$ cat config.mk
export PLATFORM = sky130hd
export DESIGN_NAME = alu_sequencer
export DESIGN_NICKNAME = d
export VERILOG_FILES = /design/src/rtl/alu_sequencer.sv
export SDC_FILE = /design/constraint.sdc
export NUM_CORES = 1
export LEC_CHECK = 0
export CORE_ASPECT_RATIO = 2
export CORE_UTILIZATION = 30
export CTS_BUF_LIST = sky130_fd_sc_hd__clkbuf_4
export DETAILED_ROUTE_END_ITERATION = 8
export HOLD_SLACK_MARGIN = 0.06
export PLACE_DENSITY = 0.51
export SLEW_MARGIN = 0
export SYNTH_ARGS = -nofsm -noshare
export SYNTH_HDL_FRONTEND = slang
export SYNTH_SLANG_ARGS = --single-unit
$ cat constraint.sdc
create_clock -name clk -period 7.2 [get_ports clk]
set_input_delay 2.16 -clock clk [delete_from_list [all_inputs] [get_ports clk]]
set_output_delay 2.16 -clock clk [all_outputs]
set_load 0.03 [all_outputs]
$ cat src/rtl/alu_sequencer.sv
// Issue/collect front end for the 8-bit accumulator ALU: queues instruction words,
// issues each one for exactly one cycle, waits out the ALU latency and returns the result.
module alu_sequencer #(
  parameter int         DEPTH   = 4,
  parameter int         ALU_LAT = 1,
  parameter logic [3:0] NOP_OP  = 4'b1111
) (
  input  logic                     clk,
  input  logic                     rst_n,
  input  logic                     in_valid,
  output logic                     in_ready,
  input  logic [3:0]               in_opcode,
  input  logic [7:0]               in_a,
  input  logic [7:0]               in_b,
  output logic [3:0]               alu_opcode,
  output logic [7:0]               alu_a,
  output logic [7:0]               alu_b,
  input  logic [7:0]               alu_out,
  output logic                     out_valid,
  input  logic                     out_ready,
  output logic [7:0]               out_result,
  output logic [3:0]               out_opcode,
  output logic                     busy,
  output logic [$clog2(DEPTH):0]   count
);

  localparam int PW = $clog2(DEPTH);
  localparam int CW = PW + 1;
  localparam int LW = (ALU_LAT > 1) ? $clog2(ALU_LAT) : 1;
  localparam logic [CW-1:0] FULL     = CW'(DEPTH);
  localparam logic [LW-1:0] LAT_INIT = LW'(ALU_LAT - 1);

  typedef struct packed {
    logic [3:0] opcode;
    logic [7:0] a;
    logic [7:0] b;
  } instr_t;

  typedef enum logic [1:0] {IDLE, ISSUE, WAIT, HOLD} state_t;

  instr_t            mem [DEPTH];
  instr_t            head;
  logic [PW-1:0]     wr_ptr;
  logic [PW-1:0]     rd_ptr;
  logic              push;
  logic              pop;
  logic              capture;
  state_t            state;
  state_t            next_state;
  logic [3:0]        tag;
  logic [LW-1:0]     cnt;

  // in_ready looks only at the registered count, never at a same-cycle pop.
  assign in_ready = (count < FULL);
  assign push     = in_valid && in_ready;
  assign head     = mem[rd_ptr];
  assign busy     = (state != IDLE);

  // NOTE: storage has no reset; validity is tracked by count and the pointers alone.
  always_ff @(posedge clk) begin
    if (push) begin
      mem[wr_ptr] <= '{opcode: in_opcode, a: in_a, b: in_b};
    end
  end

  // NOTE: every clocked register uses <= so all state updates see pre-edge values.
  always_ff @(posedge clk or negedge rst_n) begin
    if (!rst_n) begin
      wr_ptr <= '0;
      rd_ptr <= '0;
      count  <= '0;
    end else begin
      if (push) wr_ptr <= wr_ptr + 1'b1;
      if (pop)  rd_ptr <= rd_ptr + 1'b1;
      if (push && !pop)      count <= count + 1'b1;
      else if (!push && pop) count <= count - 1'b1;
    end
  end

  always_ff @(posedge clk or negedge rst_n) begin
    if (!rst_n) state <= IDLE;
    else        state <= next_state;
  end

  // NOTE: defaults first so no path through the case leaves an output unassigned (no latches).
  always_comb begin
    next_state = state;
    pop        = 1'b0;
    capture    = 1'b0;
    unique case (state)
      IDLE: begin
        if (count != '0) begin
          pop        = 1'b1;
          next_state = ISSUE;
        end
      end
      ISSUE: next_state = WAIT;
      WAIT: begin
        if (cnt == '0) begin
          capture    = 1'b1;
          next_state = HOLD;
        end
      end
      HOLD: begin
        if (out_ready) begin
          if (count != '0) begin
            pop        = 1'b1;
            next_state = ISSUE;
          end else begin
            next_state = IDLE;
          end
        end
      end
      default: next_state = IDLE;
    endcase
  end

  // The free-running ALU sees a real opcode only during ISSUE, so it executes each word once.
  always_ff @(posedge clk or negedge rst_n) begin
    if (!rst_n) begin
      alu_opcode <= NOP_OP;
      alu_a      <= '0;
      alu_b      <= '0;
      tag        <= '0;
      cnt        <= '0;
      out_valid  <= 1'b0;
      out_result <= '0;
      out_opcode <= '0;
    end else begin
      if (pop) begin
        alu_opcode <= head.opcode;
        alu_a      <= head.a;
        alu_b      <= head.b;
        tag        <= head.opcode;
      end else if (state == ISSUE) begin
        alu_opcode <= NOP_OP;
        cnt        <= LAT_INIT;
      end

      if (state == WAIT && cnt != '0) begin
        cnt <= cnt - 1'b1;
      end

      if (capture) begin
        out_result <= alu_out;
        out_opcode <= tag;
        out_valid  <= 1'b1;
      end else if (state == HOLD && out_ready) begin
        out_valid  <= 1'b0;
      end
    end
  end

endmodule

* Word-level counts from Yosys, hierarchy flattened *
Memory sizes are Yosys's and may differ from the RTL's.
Cells that the tools add are included.

word-level totals
  bits in registers = 47
  RAM bits = 80
  input bits = 32
  output and inout bits = 38
  memories kept = 1

memories
  memory  words  bits a word  read ports  clocked after memory_dff  write ports  line  text
  mem     4      20           1           0                         1            41    instr_t mem [DEPTH];

operators by class
  $add $sub $neg = 5
  $lt $le $gt $ge = 1
  eq/ne operators = 7
  muxes and demuxes = 21
  reductions and logical operators = 16

operator list
  cell                                                                   count
  1-bit two-way mux                                                      12
  2-bit nonzero test                                                     5
  4-bit two-way mux                                                      2
  2-bit case mux with 4 select lines                                     1
  2-bit two-way mux                                                      3
  3-bit two-way mux                                                      2
  2-bit != test, second input constant                                   3
  1-bit logical AND                                                      5
  2-bit by 1-bit adder with 2-bit output, second input constant          2
  2-bit equality test, second input constant                             2
  3-bit by 1-bit adder with 3-bit output, second input constant          1
  3-bit less-than comparator, second input constant                      1
  3-bit AND reduction                                                    1
  3-bit nonzero test                                                     1
  3-bit by 1-bit subtractor with 3-bit output, second input constant     1
  2-bit by 1-bit equality test with 1-bit output, second input constant  1
  1-bit zero test                                                        2
  2-bit zero test                                                        1
  2-bit by 1-bit != test with 1-bit output, second input constant        1
  1-bit case mux with 2 select lines                                     1
  2-bit AND reduction                                                    1
  1-bit subtractor, second input constant                                1

* Depth between registers and ports, before layout *
  depth after elaboration = 7
  mapped depth = 12

* Worst setup path after synthesis *
No wires, ideal clock.

  path type = input -> register
  start = input port out_ready
  end = register count[2]
  arrival = 3.603 ns
  required time = 7.068 ns
  slack = 3.465 ns
  stages = 10
  buffers on the path = 1
  cells stage by stage = a21oi_1 -> nor3_4 -> inv_2 -> buf_4 -> ha_1 -> inv_1 -> fa_1 -> xor2_1 -> nor2_1 -> xnor2_1

on the way
  longest elaborated chain between the ends = 5
  elaborated cells on any way between the ends = 7
  those cells by class = mux: 3; reduce/logical: 4

ends and longest elaborated chain
  item                                                     line  text
  start, declared                                          20    input logic out_ready,
  1-bit two-way mux *                                      105   if (out_ready) begin
  1-bit case mux with 2 select lines *                     90    unique case (state)
  1-bit zero test                                          75    if (push && !pop) count <= count + 1'b1;
  1-bit logical AND                                        75
  3-bit two-way mux or 2-bit nonzero test (tied branches)  --
  end signal, assigned                                     75
  end signal, assigned                                     76    else if (!push && pop) count <= count - 1'b1;
  end, declared                                            24    output logic [$clog2(DEPTH):0] count

Mark *: on every way between the ends. The rest lies on a longest branch, timed or not.
A chain may end at the register's enable or synchronous reset.

* Worst setup path in the final report *
  start = register state[0]
  end = output port busy

on the way
  longest elaborated chain between the ends = 1

ends and longest elaborated chain
  item                    line  text
  start, declared         48    state_t state;
  start signal, assigned  82    else state <= next_state;
  2-bit nonzero test      57    assign busy = (state != IDLE);
  end, declared           23    output logic busy,

Every way passes these cells.

==> results.tsv <==
stage	metric	value	unit
logic_synthesis	#FFs+latches synth	127	
sta	Final Max Slew Viols	0	
detailed_routing	WL final	9251	um
sta	Worst Clk Skew	27.07	ps
final_layout	P&R area growth vs syn	23.51	%
floorplan	Die X-Extent	92.53	um
detailed_routing	routed vias	2576	
sta	fin crit share	58.54	%
clocking	CTS Hold Bufs	0	
detailed_routing	Remaining DRCs	0	
sta	fmax	0.2372	GHz
global_route	vias in the first global route	2839	
global_route	largest net degree at the start of global routing	48	
logic_synthesis	syn nets	334	
critical_path	CP Capture Type	primary output	
sta	Hold WS	483.1	ps
final_layout	layout cells sized above 1	19.48	%
clocking	Clock Pin Slew Worst Setup and Hold Paths	130	ps
critical_path	arrival time worst endpoint	2060	ps
global_route	initial antenna violation count	1	
sta	worst slew pin tran	1081	ps
floorplan	Core Area	0.01586	mm^2
final_layout	post-layout net count	416	
sta	setup_tns	0	ps
outcome	outcome	completed	
critical_path	FF-to-FF Start	state[0]	
critical_path	WP data required	5040	ps
critical_path	CP startpoint	state[0]	
floorplan	I/O pin count	70	
sta	# setup viols final	0	
job	number of max-cap violations	0	
critical_path	crit path max fanout	6	
critical_path	flop2flop setup slack	4330	ps
power_and_ir_drop	Comb pwr share	40.3	%
sta	crit path time final	4215	ps
clocking	Clock Latency Late Sink	520	ps
power_and_ir_drop	switching share of power	37.35	%
detailed_routing	Antenna Nets Post-Route	0	
power_and_ir_drop	Int Pwr	1.628	mW
clocking	Clock Root Buffer	clkbuf_4	
final_layout	most frequent cells in the layout	80 x edfxtp_1, 70 x nand2_1, 68 x clkdlybuf4s50_1, 43 x dfrtp_1	
final_layout	post-route insts no fill	587	
sta	unrepaired setup endpoints after global routing	false	
hold_path	class of the worst hold path	flip-flop to flip-flop	
floorplan	die area	0.01694	mm^2
clocking	CTS resizes	0	
floorplan	Initial Utilization	31.01	%
logic_synthesis	Synth Instances	291	
power_and_ir_drop	Clock power frac	17.1	%
clocking	clk buf depth	2	
power_and_ir_drop	Leakage Power	2.277	nW
clocking	CTS sink count	127	
logic_synthesis	synth warn	0	
detailed_routing	routed length per placed instance	15.76	um
critical_path	Worst R2R Path Depth	12	
clocking	CTS Buf Count	17	
logic_synthesis	post-synthesis average cell area	16.90	um^2
critical_path	Worst setup endpoint	busy	
global_route	first-pass GRT wire length	14990	um
clocking	htree depth	4	
critical_path	startpoint types	flip-flop	
critical_path	Setup CP Type	flip-flop to primary output	
detailed_routing	Via density	4.388	
placement	gpl congestion	0.6997	
final_layout	most common cell after layout, fill and taps aside	edfxtp_1	
power_and_ir_drop	PD cells	428.0	mW/mm^2
clocking	TritonCTS clock tree	done	
global_route	global route overflow	0	
logic_synthesis	area of the mapped netlist	0.004917	mm^2
power_and_ir_drop	Sequential Power Share	42.5	%
floorplan	die height	183.1	um
sta	final hold viol count	0	
global_route	all-layer global routing usage	12.11	%
clocking	Setup Fix Bufs, Post-CTS	0	
detailed_routing	Pre-antenna DRT Iters	4	
power_and_ir_drop	Psw	0.9708	mW
critical_path	FF-to-FF End	count[2]	
floorplan	row count	65	
logic_synthesis	Seq/Total Area, Yosys	72.88	%
power_and_ir_drop	Max IR drop VDD	117.2	uV
logic_synthesis	Netlist cell types	29	
sta	Slew headroom	27.91	%
placement	placed cells	555	
placement	port bufs	69	
detailed_routing	DRT iter0 DRCs	109	
placement	Post-DP HPWL	6296	um
-- flip-flops by register name, indices dropped and copies added, names as in the netlist, 2 cells and up --
signal	count
mem	80
alu_a	8
alu_b	8
out_result	8
alu_opcode	4
out_opcode	4
tag	4
count	3
rd_ptr	2
state	2
wr_ptr	2
-- metal layers --
layer,track usage (%),routed length (um),vias to the layer above
li1,-,-,1221
met1,12.65,3554,1291
met2,22.13,5236,55
met3,3.607,313,9
met4,5.000,146,0
met5,0,0,-
-- area by class of cell --
class,instances,area [um^2]
Clock inverter,13,118.9
Tap cell,201,251.5
Clock buffer,18,135.1
Inverter,9,33.78
Sequential cell,127,3583
Fill cell,1503,9786
Timing Repair Buffer,73,715.7
Multi-Input combinational cell,145,1232
Antenna cell,1,2.502
-- metrics by stage --
stage               worst slack [ps]  total power [mW]  instance area [um^2]  util (%)
floorplan                       3465             1.820                  4917         -
global placement                2530             2.183                  5817     36.68
detailed placement              2471             2.202                  5817     36.68
CTS                             2927             2.650                  6071     38.28
global route                    2813             2.769                  6073     38.30
finish                          2985             2.599                  6073     38.30
-- critical path, cell delays in order, from the launching register on --
cell and delay, ps:
dfrtp_1 460, inv_1 110, ha_1 250, inv_1 60, clkdlybuf4s50_1 650
-- power groups by stage --
stage,clock (mW),combinational (mW),sequential [mW]
after floorplan,0,0.551,1.27
after global placement,0,1.06,1.13
after detailed placement,0,1.07,1.13
after CTS,0.462,1.07,1.11
after global routing,0.488,1.15,1.13
final,0.446,1.05,1.11
-- synthesized netlist by cell type (all sizes together) --
library cell   n  area [um^2]
edfxtp        80         2402
o211ai         1        7.510
a211o          1        8.760
ha            10        125.1
dfstp          4        105.1
inv            9        33.78
xnor2          5        43.79
fa             1        20.02
xor2           1        8.760
nor2b          3        18.77
dfrtp         43         1076
mux4          20        457.9
o21ai          5        25.02
and2           4        25.02
buf            8        60.05
clkbuf         2        7.510
a21o           1        7.510
nand2b         1        6.260
a21oi          3        15.01
mux2          14        157.7
nand2         70        262.8
nor2           2        7.510
o221ai         1        8.760
nor3           2        26.28
-- cell families after synthesis --
kind of cell             count (synthesis)  synth area share (%)
flip-flops                             127                 72.88
AND/OR/NAND/NOR                         82                 7.049
multiplexers                            34                 12.52
buffers and inverters                   19                 2.061
AO/OA/AOI/OAI                           12                 1.476
adder cells (fa/ha/maj)                 11                 2.952
XOR/XNOR                                 6                 1.069
-- worst min-delay path by stage --
stage                     slack, ps  depth (start not counted)      to  startpoint
final                           480                          2  tag[1]      tag[1]
after detailed placement        460                          2  tag[1]      tag[1]
after global placement          460                          2  tag[1]      tag[1]
after CTS                       490                          2  tag[1]      tag[1]
after floorplan                 440                          2  tag[1]      tag[1]
after global routing            510                          2  tag[1]      tag[1]
Note: power is estimated with default switching activity, not from simulation.
==> variant 1 (config.mk and constraints unchanged) <==
Set the parameter `ALU_LAT` to 2 (it was 1).
--- a/src/rtl/alu_sequencer.sv
+++ b/src/rtl/alu_sequencer.sv
@@ -4,3 +4,3 @@
   parameter int         DEPTH   = 4,
-  parameter int         ALU_LAT = 1,
+  parameter int         ALU_LAT = 2,
   parameter logic [3:0] NOP_OP  = 4'b1111
Behaviour: not the same (Yosys sat finds a counterexample within 10 cycles, from zero or initial values and one cycle with rst_n low).
==> variant 1 against the original RTL <==
Routed wire length increased by 0.22%; utilization up 0.35 points; area after synthesis decreased by 0.15%; sequential cell count did not move; largest cell class unchanged; non-clock buffer count unchanged; worst setup slack worse by 0.017 ns; critical path type unchanged; total power is 2.7% higher; design area rose by 0.93%.
==> variant 1: results (changes against the original RTL) <==
stage	metric	value	unit	change
run_status	status	finished clean		unchanged
critical_path	R2R Setup Slk	4.35	ns	was 4.33 ns
placement	routability cong.	0.7446		was 0.6997
routing	vias per cell	4.371		was 4.388
cells_and_area	non-filler cells, final	588		was 587
global_routing	met2 GRT Util	22.40	%	was 22.13%
placement	quantity of I/O buffers inserted on ports	69		unchanged
global_routing	vias in the first global route	2766		was 2839
global_routing	first-pass GRT wire length	14.43	mm	was 14.99 mm
critical_path	Max FO, Critical Path	6		unchanged
clock_tree	Post-CTS Setup Bufs	0		unchanged
min_path	Hold Startpoint	tag[0]		was tag[1]
synth	post-synth cell types	28		was 29
placement	pre-CTS WS	2.515	ns	was 2.471 ns
routing	initial drt markers	130		was 109
placement	placed cells	555		unchanged
min_path	Hold EP	tag[0]		was tag[1]
cells_and_area	fillers	1551		was 1503
synth	most frequent cells after synthesis	edfxtp_1 (80), nand2_1 (71), dfrtp_1 (43)		was edfxtp_1 (80), nand2_1 (70), dfrtp_1 (43)
cells_and_area	nets@finish	416		unchanged
synth	Yosys warnings	0		unchanged
global_routing	All-Layer GR Usage	11.78	%	was 12.11%
clock_tree	CTS root buf	clkbuf_4		unchanged
timing	Setup Skew	0.01980	ns	was 0.02707 ns
synth	Seq/Total Area, Yosys	72.99	%	was 72.88%
clock_tree	H-tree Lvls	4		unchanged
min_path	Hold Crit Depth	2		unchanged
placement	dpl cell area	5813	sq um	was 5817 sq um
placement	HPWL after detailed placement	6.168	mm	was 6.296 mm
global_routing	GRT met1 Usage	11.53	%	was 12.65%
synth	Main synth FF type	edfxtp_1		unchanged
power_and_ir_drop	P_leak	0.002307	uW	was 0.002277 uW
global_routing	antenna violations before repair	1		unchanged
power_and_ir_drop	VDD IR max	0.0001273	V	was 0.0001172 V
critical_path	reg2reg start	state[0]		unchanged
synth	Async SR Flop Fraction	37.01	%	unchanged
cells_and_area	share of cells above drive strength 1	19.69	%	was 19.48%
synth	largest cells by area after synthesis	edfxtp_1 (49%), dfrtp_1 (22%), mux4_2 (8.3%)		was edfxtp_1 (49%), dfrtp_1 (22%), mux4_2 (8.2%)
timing	worst slack on hold paths	0.4860	ns	was 0.4831 ns
global_routing	grt met3 use	3.317	%	was 3.607%
routing	post-DR wirelength/cell	15.77	um	was 15.76 um
timing	Slew HR	22.27	%	was 27.91%
timing	Final WS setup	2.968	ns	was 2.985 ns
variant 1: cell types whose count changed in the layout (fill, tap and decap cells not counted), sizes merged:
cell / unedited run / this run
a21oi: 3 / 2
nand2b: 1 / 0
clkinv: 7 / 4
inv: 10 / 13
bufinv: 1 / 3
mux2i: 0 / 1
clkbuf: 18 / 17
nand2: 70 / 71
variant 1: critical path, stage by stage (launching register included):
cell,delay [ns]
dfrtp_1,0.48
inv_1,0.12
ha_1,0.25
inv_1,0.06
clkdlybuf4s50_1,0.65
variant 1: layer usage:
metal  wire length, um  vias to the layer above
met5                 0                        -
met4               159                        0
met3               278                        8
met2              5358                       48
met1              3473                     1293
li1                  -                     1221
variant 1: worst max path at each step:
stage	cells after the start	to
final	4	busy
after global routing	4	busy
after CTS	4	busy
after detailed placement	11	count[2]
after global placement	11	count[2]
after floorplan	10	count[2]
variant 1: layout make-up:
cell class | instances | area, sq um | area share, %
Timing Repair Buffer | 73 | 715.7 | 11.68
Clock inverter | 15 | 186.4 | 3.041
Multi-Input combinational cell | 145 | 1229 | 20.04
Inverter | 9 | 33.78 | 0.5511
Tap cell | 201 | 251.5 | 4.103
Clock buffer | 17 | 127.6 | 2.082
Sequential cell | 127 | 3583 | 58.46
Antenna cell | 1 | 2.502 | 0.04082
variant 1: kinds of logic (layout without fill, tap and decap cells):
group,after synthesis,in the layout,synth area share (%)
xor gates and xnor gates,6,6,1.070
adders and majority gates,11,11,2.956
buffers and inverters,19,114,1.988
and+or+nand+nor,82,82,6.881
DFF,127,127,72.99
muxes,35,35,12.74
other,0,1,0
AOI/OAI and AO/OA,11,11,1.376
variant 1: where the power goes:
| group | switching, uW | internal [uW] | total, uW |
|---|---|---|---|
| Clock | 277 | 246 | 523 |
| Sequential | 119 | 985 | 1100 |
| Combinational | 574 | 469 | 1040 |
==> variant 2 (config.mk and constraints unchanged) <==
Without the edit above. Reset style: synchronous (`rst_n`), changed in 3 clocked blocks.
--- a/src/rtl/alu_sequencer.sv
+++ b/src/rtl/alu_sequencer.sv
@@ -66,3 +66,3 @@
   // NOTE: every clocked register uses <= so all state updates see pre-edge values.
-  always_ff @(posedge clk or negedge rst_n) begin
+  always_ff @(posedge clk) begin
     if (!rst_n) begin
@@ -79,3 +79,3 @@
 
-  always_ff @(posedge clk or negedge rst_n) begin
+  always_ff @(posedge clk) begin
     if (!rst_n) state <= IDLE;
@@ -118,3 +118,3 @@
   // The free-running ALU sees a real opcode only during ISSUE, so it executes each word once.
-  always_ff @(posedge clk or negedge rst_n) begin
+  always_ff @(posedge clk) begin
     if (!rst_n) begin
Behaviour: differs if rst_n is asserted again (counterexample within 4 cycles, from zero or initial values and one cycle with rst_n low); with rst_n held inactive, the same outputs for 10 cycles.
==> variant 2 against the original RTL <==
Non-clock buffer count is 1 lower; via count up 9.9%; design area grew 0.52%; sequential cell count rose by 2; total power fell by 15%; routed wire length up 0.85%; sequential share of layout area is 3.6 points lower; worst setup slack got worse by 0.25 ns; synthesized cell count grew 16%; area after synthesis rose by 0.43%; largest cell class unchanged.
==> variant 2: results (changes against the original RTL) <==
stage	metric	value	unit	change
critical_path	Critical Path AT	4.89	ns	was 2.06 ns
power_and_ir_drop	Clock power frac	21.0	%	was 17.1%
synth	most frequent cells after synthesis	edfxtp_1 (80), nand2_1 (67), dfxtp_1 (49)		was edfxtp_1 (80), nand2_1 (70), dfrtp_1 (43)
routing	initial drt markers	81		was 109
synth	adder-cell share of the synthesized area	2.939	%	was 2.952%
synth	Synth Area in XOR/XNOR	0.7094	%	was 1.069%
placement	dpl cell area	5831	sq um	was 5817 sq um
min_path	Hold Startpoint	alu_a[7]		was tag[1]
cells_and_area	Non-clock buffering overhead	11.68	%	was 11.78%
global_routing	largest net degree at the start of global routing	51		was 48
global_routing	All-Layer GR Usage	11.84	%	was 12.11%
cells_and_area	fillers	1613		was 1503
synth	Async SR Flop Fraction	0	%	was 37.01%
min_path	Hold EP	alu_a[7]		was tag[1]
timing	Slew HR	26.41	%	was 27.91%
cells_and_area	sequential portion of the cell area	55.42	%	was 59.00%
global_routing	first-pass GRT wire length	15.01	mm	was 14.99 mm
synth	post-synthesis mux area share	9.526	%	was 12.52%
cells_and_area	share of cells above drive strength 1	13.85	%	was 19.48%
power_and_ir_drop	sequential power share	45.3	%	was 42.5%
routing	post-DR wirelength/cell	14.79	um	was 15.76 um
run_status	status	finished clean		unchanged
cells_and_area	Reg area	3383	sq um	was 3583 sq um
cells_and_area	clk_buf instances	19		was 18
die	FP Rows	66		was 65
timing	worst slack on hold paths	0.4615	ns	was 0.4831 ns
cells_and_area	comb_multi_in	185		was 145
## variant 2: changes by cell type after synthesis, moves of 8 or more
cell / change
dfxtp_1: +49
dfrtp_1: -43
a21boi_1: +20
mux2_2: -14
clkbuf_1: +8
a21boi_0: +14
## variant 2: per-layer routing
metal	vias up	track usage (%)
met5	-	0
met4	0	5.415
met3	11	3.267
met2	60	21.13
met1	1390	12.83
li1	1369	-
## variant 2: worst max-delay path: stages
cell,delay [ns]
clkdlybuf4s50_1,0.44
a21oi_1,0.23
nor3_4,0.04
buf_4,0.22
inv_2,0.39
ha_1,0.27
inv_1,0.06
fa_1,0.37
xor2_1,0.18
or3_1,0.31
a21boi_0,0.18
## variant 2: per-stage QoR
| stage | instances | setup slack, ns |
|---|---|---|
| 6_report | 631 | 2.736 |
| 5_1_grt | 631 | 2.619 |
| 4_1_cts | 630 | 2.775 |
| 3_5_place_dp | 598 | 2.211 |
| 3_3_place_gp | 598 | 2.319 |
| 2_1_floorplan | 338 | 3.232 |
